### config.mk
export PLATFORM = sky130hd
export DESIGN_NAME = tbu_gen
export DESIGN_NICKNAME = d
export VERILOG_FILES = /design/src/rtl/tbu_pkg.sv /design/src/rtl/tbu_lifo.sv /design/src/rtl/tbu_gen.sv
export SDC_FILE = /design/constraint.sdc
export NUM_CORES = 1
export LEC_CHECK = 0
export ABC_CLOCK_PERIOD_IN_PS = 2590
export CORE_MARGIN = 4
export CORE_UTILIZATION = 50
export DETAILED_ROUTE_END_ITERATION = 7
export DONT_BUFFER_PORTS = 1
export SLEW_MARGIN = 5
export SYNTH_ARGS = -nofsm -noshare
export SYNTH_HDL_FRONTEND = slang
export SYNTH_SLANG_ARGS = --single-unit
### constraint.sdc
create_clock -name clk -period 2.59 [get_ports clk]
set_input_delay 0.259 -clock clk [delete_from_list [all_inputs] [get_ports clk]]
set_output_delay 0.259 -clock clk [all_outputs]
set_load 0.1 [all_outputs]
### src/rtl/tbu_pkg.sv
// tbu_pkg: shared types and helpers for the Viterbi traceback unit (tbu_gen).
// Holds the FSM state encoding, trellis size derivation and the
// predecessor-state step used while walking the survivor path backwards.
package tbu_pkg;

    typedef enum logic [2:0] {
        ST_IDLE   = 3'd0,
        ST_READ   = 3'd1,
        ST_UPDATE = 3'd2,
        ST_EMIT   = 3'd3,
        ST_DRAIN  = 3'd4,
        ST_DONE   = 3'd5
    } tbu_state_t;

    // Widest state register supported (constraint length up to 9).
    localparam int MAX_SW = 8;

    function automatic int calc_sw(input int k);
        return k - 1;
    endfunction

    function automatic int calc_num_states(input int k);
        return 1 << (k - 1);
    endfunction

    // One traceback step: shift the stored decision bit in at the LSB and
    // keep only the low sw bits of the state.
    function automatic logic [MAX_SW-1:0] pred_state(input logic [MAX_SW-1:0] s,
                                                     input logic             d,
                                                     input int               sw);
        logic [MAX_SW-1:0] mask;
        mask = MAX_SW'((1 << sw) - 1);
        return ((s << 1) | {{(MAX_SW-1){1'b0}}, d}) & mask;
    endfunction

endpackage

### src/rtl/tbu_lifo.sv
// tbu_lifo: small bit-wide last-in/first-out buffer used to put traceback
// bits back into chronological order. top shows the most recently pushed
// bit; pushes while full and pops while empty are ignored.
module tbu_lifo #(
    parameter  int DEPTH = 8,
    localparam int CW    = $clog2(DEPTH + 1),
    localparam int IW    = (DEPTH > 1) ? $clog2(DEPTH) : 1
) (
    input  logic          clk,
    input  logic          rst,
    input  logic          clear,
    input  logic          push,
    input  logic          push_bit,
    input  logic          pop,
    output logic          top,
    output logic [CW-1:0] count
);

    logic [DEPTH-1:0] mem;
    logic [IW-1:0]    wr_idx;
    logic [IW-1:0]    rd_idx;

    assign wr_idx = IW'(count);
    assign rd_idx = IW'(count - CW'(1));
    assign top    = (count != '0) ? mem[rd_idx] : 1'b0;

    // Storage and fill level; clear only needs to forget the fill level.
    always_ff @(posedge clk or posedge rst) begin
        if (rst) begin
            mem   <= '0;
            count <= '0;
        end else if (clear) begin
            count <= '0;
        end else if (push && (count != CW'(DEPTH))) begin
            mem[wr_idx] <= push_bit;
            count       <= count + CW'(1);
        end else if (pop && (count != '0)) begin
            count <= count - CW'(1);
        end
    end

endmodule

### src/rtl/tbu_gen.sv
// tbu_gen: Viterbi traceback unit. Starting from a given trellis state and
// decision-memory address, it walks TB_DEPTH steps backwards through the
// stored decision words and emits the last OUT_LEN decoded bits through a
// valid/ready handshake.
// Build option: define TBU_GEN_LIFO_EN to buffer the emitted bits in a LIFO
// and present them in chronological order; without it bits leave in
// traceback (reverse-chronological) order as they are decoded.
module tbu_gen
    import tbu_pkg::*;
#(
    parameter  int K          = 4,
    parameter  int TB_DEPTH   = 16,
    parameter  int OUT_LEN    = 8,
    parameter  int MEM_DEPTH  = 64,
    localparam int SW         = calc_sw(K),
    localparam int NUM_STATES = calc_num_states(K),
    localparam int AW         = $clog2(MEM_DEPTH)
) (
    input  logic                  clk,
    input  logic                  rst,
    input  logic                  start,
    input  logic [SW-1:0]         start_state,
    input  logic [AW-1:0]         start_addr,
    input  logic                  abort,
    output logic                  dec_rd_en,
    output logic [AW-1:0]         dec_addr,
    input  logic [NUM_STATES-1:0] dec_data,
    output logic                  bit_out,
    output logic                  bit_valid,
    input  logic                  bit_ready,
    output logic                  busy,
    output logic                  done
);

    // Step counter is wide enough to hold TB_DEPTH itself.
    localparam int             STW        = $clog2(TB_DEPTH + 1);
    localparam logic [STW-1:0] SKIP_STEPS = STW'(TB_DEPTH - OUT_LEN);
    localparam logic [STW-1:0] LAST_STEP  = STW'(TB_DEPTH);

    tbu_state_t     state;
    tbu_state_t     state_nxt;
    logic [SW-1:0]  cur_state;
    logic [AW-1:0]  rd_addr;
    logic [STW-1:0] step;
    logic [STW-1:0] step_inc;
    logic           emits;
    logic           dec_bit;
    logic           handshake;

    assign step_inc  = step + STW'(1);
    assign emits     = (step >= SKIP_STEPS);
    assign dec_bit   = dec_data[cur_state];
    assign handshake = bit_valid && bit_ready;

`ifdef TBU_GEN_LIFO_EN
    localparam int CW = $clog2(OUT_LEN + 1);

    logic          lifo_push;
    logic          lifo_pop;
    logic          lifo_clear;
    logic          lifo_top;
    logic [CW-1:0] lifo_cnt;

    assign lifo_push  = (state == ST_UPDATE) && emits && !abort;
    assign lifo_pop   = (state == ST_DRAIN) && handshake && !abort;
    assign lifo_clear = ((state == ST_IDLE) && start) || abort;

    tbu_lifo #(
        .DEPTH (OUT_LEN)
    ) u_lifo (
        .clk      (clk),
        .rst      (rst),
        .clear    (lifo_clear),
        .push     (lifo_push),
        .push_bit (cur_state[SW-1]),
        .pop      (lifo_pop),
        .top      (lifo_top),
        .count    (lifo_cnt)
    );
`else
    logic bit_r;
`endif

    // State register.
    always_ff @(posedge clk or posedge rst) begin
        if (rst) begin
            state <= ST_IDLE;
        end else begin
            state <= state_nxt;
        end
    end

    // Next-state logic; abort overrides everything outside IDLE.
    always_comb begin
        state_nxt = state;
        case (state)
            ST_IDLE:   if (start) state_nxt = ST_READ;
            ST_READ:   state_nxt = ST_UPDATE;
`ifdef TBU_GEN_LIFO_EN
            ST_UPDATE: state_nxt = (step_inc < LAST_STEP) ? ST_READ : ST_DRAIN;
            ST_DRAIN:  if (bit_ready && (lifo_cnt <= CW'(1))) state_nxt = ST_DONE;
`else
            ST_UPDATE: begin
                if (emits) begin
                    state_nxt = ST_EMIT;
                end else begin
                    state_nxt = (step_inc < LAST_STEP) ? ST_READ : ST_DONE;
                end
            end
            ST_EMIT:   if (bit_ready) state_nxt = (step < LAST_STEP) ? ST_READ : ST_DONE;
`endif
            ST_DONE:   state_nxt = ST_IDLE;
            default:   state_nxt = ST_IDLE;
        endcase
        if (abort && (state != ST_IDLE)) begin
            state_nxt = ST_IDLE;
        end
    end

    // Moore outputs decoded from the current state.
    always_comb begin
        dec_rd_en = 1'b0;
        dec_addr  = '0;
        bit_valid = 1'b0;
        bit_out   = 1'b0;
        busy      = (state != ST_IDLE);
        done      = (state == ST_DONE);
        case (state)
            ST_READ: begin
                dec_rd_en = 1'b1;
                dec_addr  = rd_addr;
            end
`ifdef TBU_GEN_LIFO_EN
            ST_DRAIN: begin
                bit_valid = 1'b1;
                bit_out   = lifo_top;
            end
`else
            ST_EMIT: begin
                bit_valid = 1'b1;
                bit_out   = bit_r;
            end
`endif
            default: ;
        endcase
    end

    // Traceback datapath: latch the start point, then one trellis step per UPDATE.
    always_ff @(posedge clk or posedge rst) begin
        if (rst) begin
            cur_state <= '0;
            rd_addr   <= '0;
            step      <= '0;
`ifndef TBU_GEN_LIFO_EN
            bit_r     <= 1'b0;
`endif
        end else if ((state == ST_IDLE) && start) begin
            cur_state <= start_state;
            rd_addr   <= start_addr;
            step      <= '0;
        end else if ((state == ST_UPDATE) && !abort) begin
            // MEM_DEPTH is a power of two, so the AW-bit decrement wraps 0 to MEM_DEPTH-1.
            cur_state <= SW'(pred_state(MAX_SW'(cur_state), dec_bit, SW));
            rd_addr   <= rd_addr - AW'(1);
            step      <= step_inc;
`ifndef TBU_GEN_LIFO_EN
            bit_r     <= cur_state[SW-1];
`endif
        end
    end

endmodule

=== Yosys cells after proc, flatten, opt, wreduce, memory -nomap -nowiden ===
Index checks and enable logic that the tools add are counted.

* Register bits after elaboration: 18
* Bits of input ports: 22
* Output and inout port bits: 11
* Logic and storage cells: 47

* Add/sub/neg operators: 2
* Order comparisons: 4
* Eq/ne operators: 6
* Muxes and demuxes: 19
* Bitwise gates (word level): 2
* Reduce and logical (&&, ||, !) cells: 9

{| class="wikitable"
|+ Operators with widths
! kind !! number
|-
| $mux W3 || 8
|-
| $mux W6 || 3
|-
| $pmux W3 S4 || 1
|-
| $lt A5 B5 Y1 const B || 2
|-
| $mux W5 || 2
|-
| $eq A3 B2 Y1 const B || 2
|-
| $ne A3 B3 Y1 const B || 2
|-
| $sub A6 B1 Y6 const B || 1
|-
| $add A5 B1 Y5 const B || 1
|-
| $ge A5 B4 Y1 const B || 1
|-
| $lt A3 B4 Y1 const B || 1
|-
| $mux W1 || 4
|-
| $reduce_and A2 Y1 || 2
|-
| $bmux W1 S3 || 1
|-
| $eq A3 B1 Y1 const B || 1
|-
| $eq A3 B3 Y1 const B || 1
|-
| $logic_and A1 B1 Y1 || 3
|-
| $logic_not A3 Y1 || 1
|-
| $or A3 B1 Y3 || 1
|-
| $reduce_bool A3 Y1 || 1
|-
| $reduce_bool A2 Y1 || 1
|-
| $logic_not A1 Y1 || 1
|-
| $not A1 Y1 || 1
|}

=== Longest topological paths before layout ===
* Depth in word-level cells: 6
* Gate-level depth with buffers: 6
* Depth with buffers taken out: 6

=== Worst setup path before layout ===
OpenSTA, ideal clock, no wires.

* Path kind: register to output
* Start point: register state[1]
* End point: output port dec_addr[2]
* Arrival: 3.774 ns
* Data required time: 2.331 ns
* Setup slack: -1.443 ns
* Stages on the path, launching flop included: 4
* Buffers on the path: 1
* Path through: dfrtp_1 > clkbuf_1 > nor3_1 > and2_1

* Word-level cells in the longest chain between the ends: 2

{| class="wikitable"
|+ Ends and longest elaborated chain
! item !! line !! source
|-
| start: declaration || tbu_gen.sv:40 || <nowiki>tbu_state_t state;</nowiki>
|-
| start signal: assignment || tbu_gen.sv:89 || <nowiki>state <= state_nxt;</nowiki>
|-
| $eq A3 B1 Y1 || tbu_gen.sv:128 || <nowiki>case (state)</nowiki>
|-
| $mux W6 || tbu_gen.sv:128 ||
|-
| end: declaration || tbu_gen.sv:26 || <nowiki>output logic [AW-1:0] dec_addr,</nowiki>
|}

Every way passes these cells.

=== Worst setup path in the final report ===
* Start point: register state[0]
* End point: output port dec_addr[3]

The elaborated chain is that of the path after synthesis.

==> impl_metrics.tcl <==
set metrics [dict create \
    synth_warnings 0 \
    total_power_mw 0.974 \
    cts_tree "yes" \
    ioPinCount 33 \
    grt_use_total_pct 18.1 \
    crit_type "reg2out" \
    clock_sinks 18 \
    synth-adder-area-share_pct 2.34 \
    async_flop_share_pct 100 \
    syn_inst 107 \
    synth-compound-area-share_pct 14.9 \
    via_per_inst 5.70 \
    ant_nets 0 \
    start_util_pct 53.3 \
    numCtsBuffers 3 \
    finalSetupViolations 0 \
    die_h_um 54.2 \
    pre_cts_slack_ps 645 \
    path_clk_slew_ps 110 \
    vdd.ir_drop.worst_mv 0.439 \
    period_needed_ps 2020 \
    hpwl_um 1690 \
    ys_seq_area_share_pct 42.2 \
    cpMaxStageDelayCell "dfrtp_1" \
    powerDensity_nw_per_um2 772 \
    maxClockFrequency_ghz 0.496 \
    tightest_slew_ps 687 \
    ys_ff_latch 18 \
    io_buffers 0 \
    avgSynthCellArea_um2 9.97 \
    die_w_um 54.2 \
    p_sw_share_pct 44.1 \
    cp-start-kind "register" \
    num_rows 16 \
    clockBufferDepth 2 \
    leakagePower_nw 0.541 \
    hold_viol 0 \
    synthToLayoutAreaGrowth_pct 18.2 \
    h-tree-depth 1 \
    rsz0062_at_grt "no" \
    post_drt_wl_per_cell_um 15.7 \
    grt_first_pass_wirelength_um 3820 \
    critical_path.max_stage_delay_ps 550 \
    drt-initial-drc-count 13 \
    die_area_um2 2940 \
    grt_max_degree 19 \
    layout.nets 144 \
    max_cap_viol_count 0 \
    synth_cell_type_count 38 \
    path_cells "inv_1, nor3_4, and2_1, buf_4" \
    comb_power_share_pct 39.8 \
    drc 0 \
    slew-limit-headroom_pct 54.2 \
    n_antenna_cell 0 \
    place_congestion 0.799 \
    hp-class "in2reg" \
    grt_antenna_before_repair 0 \
    synth_top_family_by_area "simple AND/OR/NAND/NOR gates" \
    period_share_pct 77.9 \
    fin_ws_ps 572 \
    synth_top_area_share_pct 42.2 \
    synth_edf_count 0 \
    run_status "finished clean" \
    grt_remaining_overflow 0 \
    end_kind "output pin" \
    seqPwrFrac_pct 42.1 \
    synthSimpleGateAreaFrac_pct 29.0 \
    cp_data_required_time_ps 2330 \
    muxShareOfSynthArea_pct 3.17 \
    cp_max_fo 8 \
    synth_area_um2 1070 \
    clock_power_share_pct 18.1 \
    routed-via-count 832 \
    grt_pass1_vias 864 \
    yosysTopAreaCell "dfrtp_1" \
    yosys-top-cells-area "dfrtp_1 42%, nand2_1 4.6%, o21ai_0 3.3%" \
    intPower_mw 0.545 \
    core_um2 2000 \
    cp.arrival_ps 1760 \
    synth_ff_type "dfrtp_1" \
    fin_skew_ps 6.77 \
    clock_latency_ps 290 \
    drive_gt1_share_pct 26.9 \
    first_pass_iters 4 \
    root_buffer "clkbuf_4" \
    switchingPower_mw 0.429 \
    drt_wl_total_um 2290 \
    syn_nets 131 \
    slew_viol_final 0 \
    synth_xor_area_share_pct 2.46 \
]
-- registers in the layout, indices dropped and copies added, names as in the netlist --
register / count
step: 5
bit_r: 1
state: 3
rd_addr: 6
cur_state: 3
-- cells in the final DEF (no fill, tap or decap), types with 2 or more instances in the layout --
master,n
and2_1,4
a21oi_1,4
nor3b_1,2
o21ai_0,7
inv_1,5
a221o_1,3
nor2_1,6
nor4_4,3
nor2_2,2
clkbuf_4,3
xor2_1,2
a22oi_1,2
buf_4,11
ha_1,2
nand4_1,2
nor2b_1,2
nor4_1,2
nand2_1,13
nor3_1,2
dfrtp_1,18
nand2b_1,2
-- worst paths after layout --
path,from,to,slack [ps],cells past startpoint
min,start_addr[1],rd_addr[1]$_DFFE_PP0P_,80,2
max in group asynchronous,rst,rd_addr[4]$_DFFE_PP0P_,1650,2
min reg2reg,bit_r$_DFFE_PP0P_,bit_r$_DFFE_PP0P_,510,2
min in group asynchronous,rst,cur_state[2]$_DFFE_PP0P_,500,2
max,state[0]$_DFFE_PP0P_,dec_addr[3],570,4
max reg2reg,state[1]$_DFFE_PP0P_,rd_addr[5]$_DFFE_PP0P_,610,4
-- worst max-delay path: cells and delay by family (launching register included) --
family	cells	cell delay, ps
DFF	1	550
and+or+nand+nor	2	380
buffers and inverters	2	530
-- Yosys cell counts (all sizes together) (2+ instances only) --
| master | n |
|---|---|
| inv | 5 |
| nor3 | 3 |
| a21oi | 4 |
| and2 | 5 |
| nor2b | 2 |
| nand2 | 13 |
| a221o | 3 |
| nor4b | 2 |
| a22oi | 2 |
| or3 | 2 |
| dfrtp | 18 |
| nand2b | 2 |
| xor2 | 2 |
| nand4 | 2 |
| nor2 | 8 |
| ha | 2 |
| nor4 | 5 |
| o21ai | 8 |
| buf | 4 |
| nor3b | 3 |
-- metal layers --
metal	wire length (um)	GRT usage, %
met3	140	3.60
met1	1020	22.4
met4	12	7.88
met5	0	0
met2	1110	30.1
-- stage by stage --
step / hold WS [ps] / setup TNS [ps] / util [%] / cell area (um2) / instances
global placement: 296 / 0 / 60.7 / 1210 / 141
detailed placement: 296 / 0 / 60.7 / 1210 / 141
global route: 80.4 / 0 / 63.0 / 1260 / 146
floorplan: 198 / -1990 / - / 1090 / 107
finish: 81.6 / 0 / 63.0 / 1260 / 146
CTS: 72.7 / 0 / 63.0 / 1260 / 146
-- power by group through the flow --
stage / Clock [mW] / Sequential, mW / Combinational, mW
4_1_cts: 0.181 / 0.409 / 0.391
5_1_grt: 0.193 / 0.423 / 0.412
6_report: 0.177 / 0.410 / 0.387
3_3_place_gp: 0 / 0.412 / 0.384
3_5_place_dp: 0 / 0.415 / 0.389
2_1_floorplan: 0 / 0.387 / 0.334
-- cell type report --
class                   count  area, um2
clock buffers               4       36.3
flip-flops and latches     18        450
repair buffers             13        113
multi-input cells          79        609
inverters                   5       18.8
well taps                  27       33.8
fillers                   182        741
-- kinds of logic (layout without fill, tap and decap cells) --
group	count (synthesis)	count (layout)
flip-flops	18	18
XOR/XNOR	3	3
AND/OR/NAND/NOR	49	49
AO/OA/AOI/OAI	23	23
multiplexers	2	2
buffers and inverters	10	22
adder cells (fa/ha/maj)	2	2
-- timing repair --
item	4_1_cts	5_1_grt
hold buffers	1	0
gates resized for setup	0	0
hold endpoints to repair	18	0
setup buffers	0	0
No activity file was read; power rests on OpenSTA's default activity.
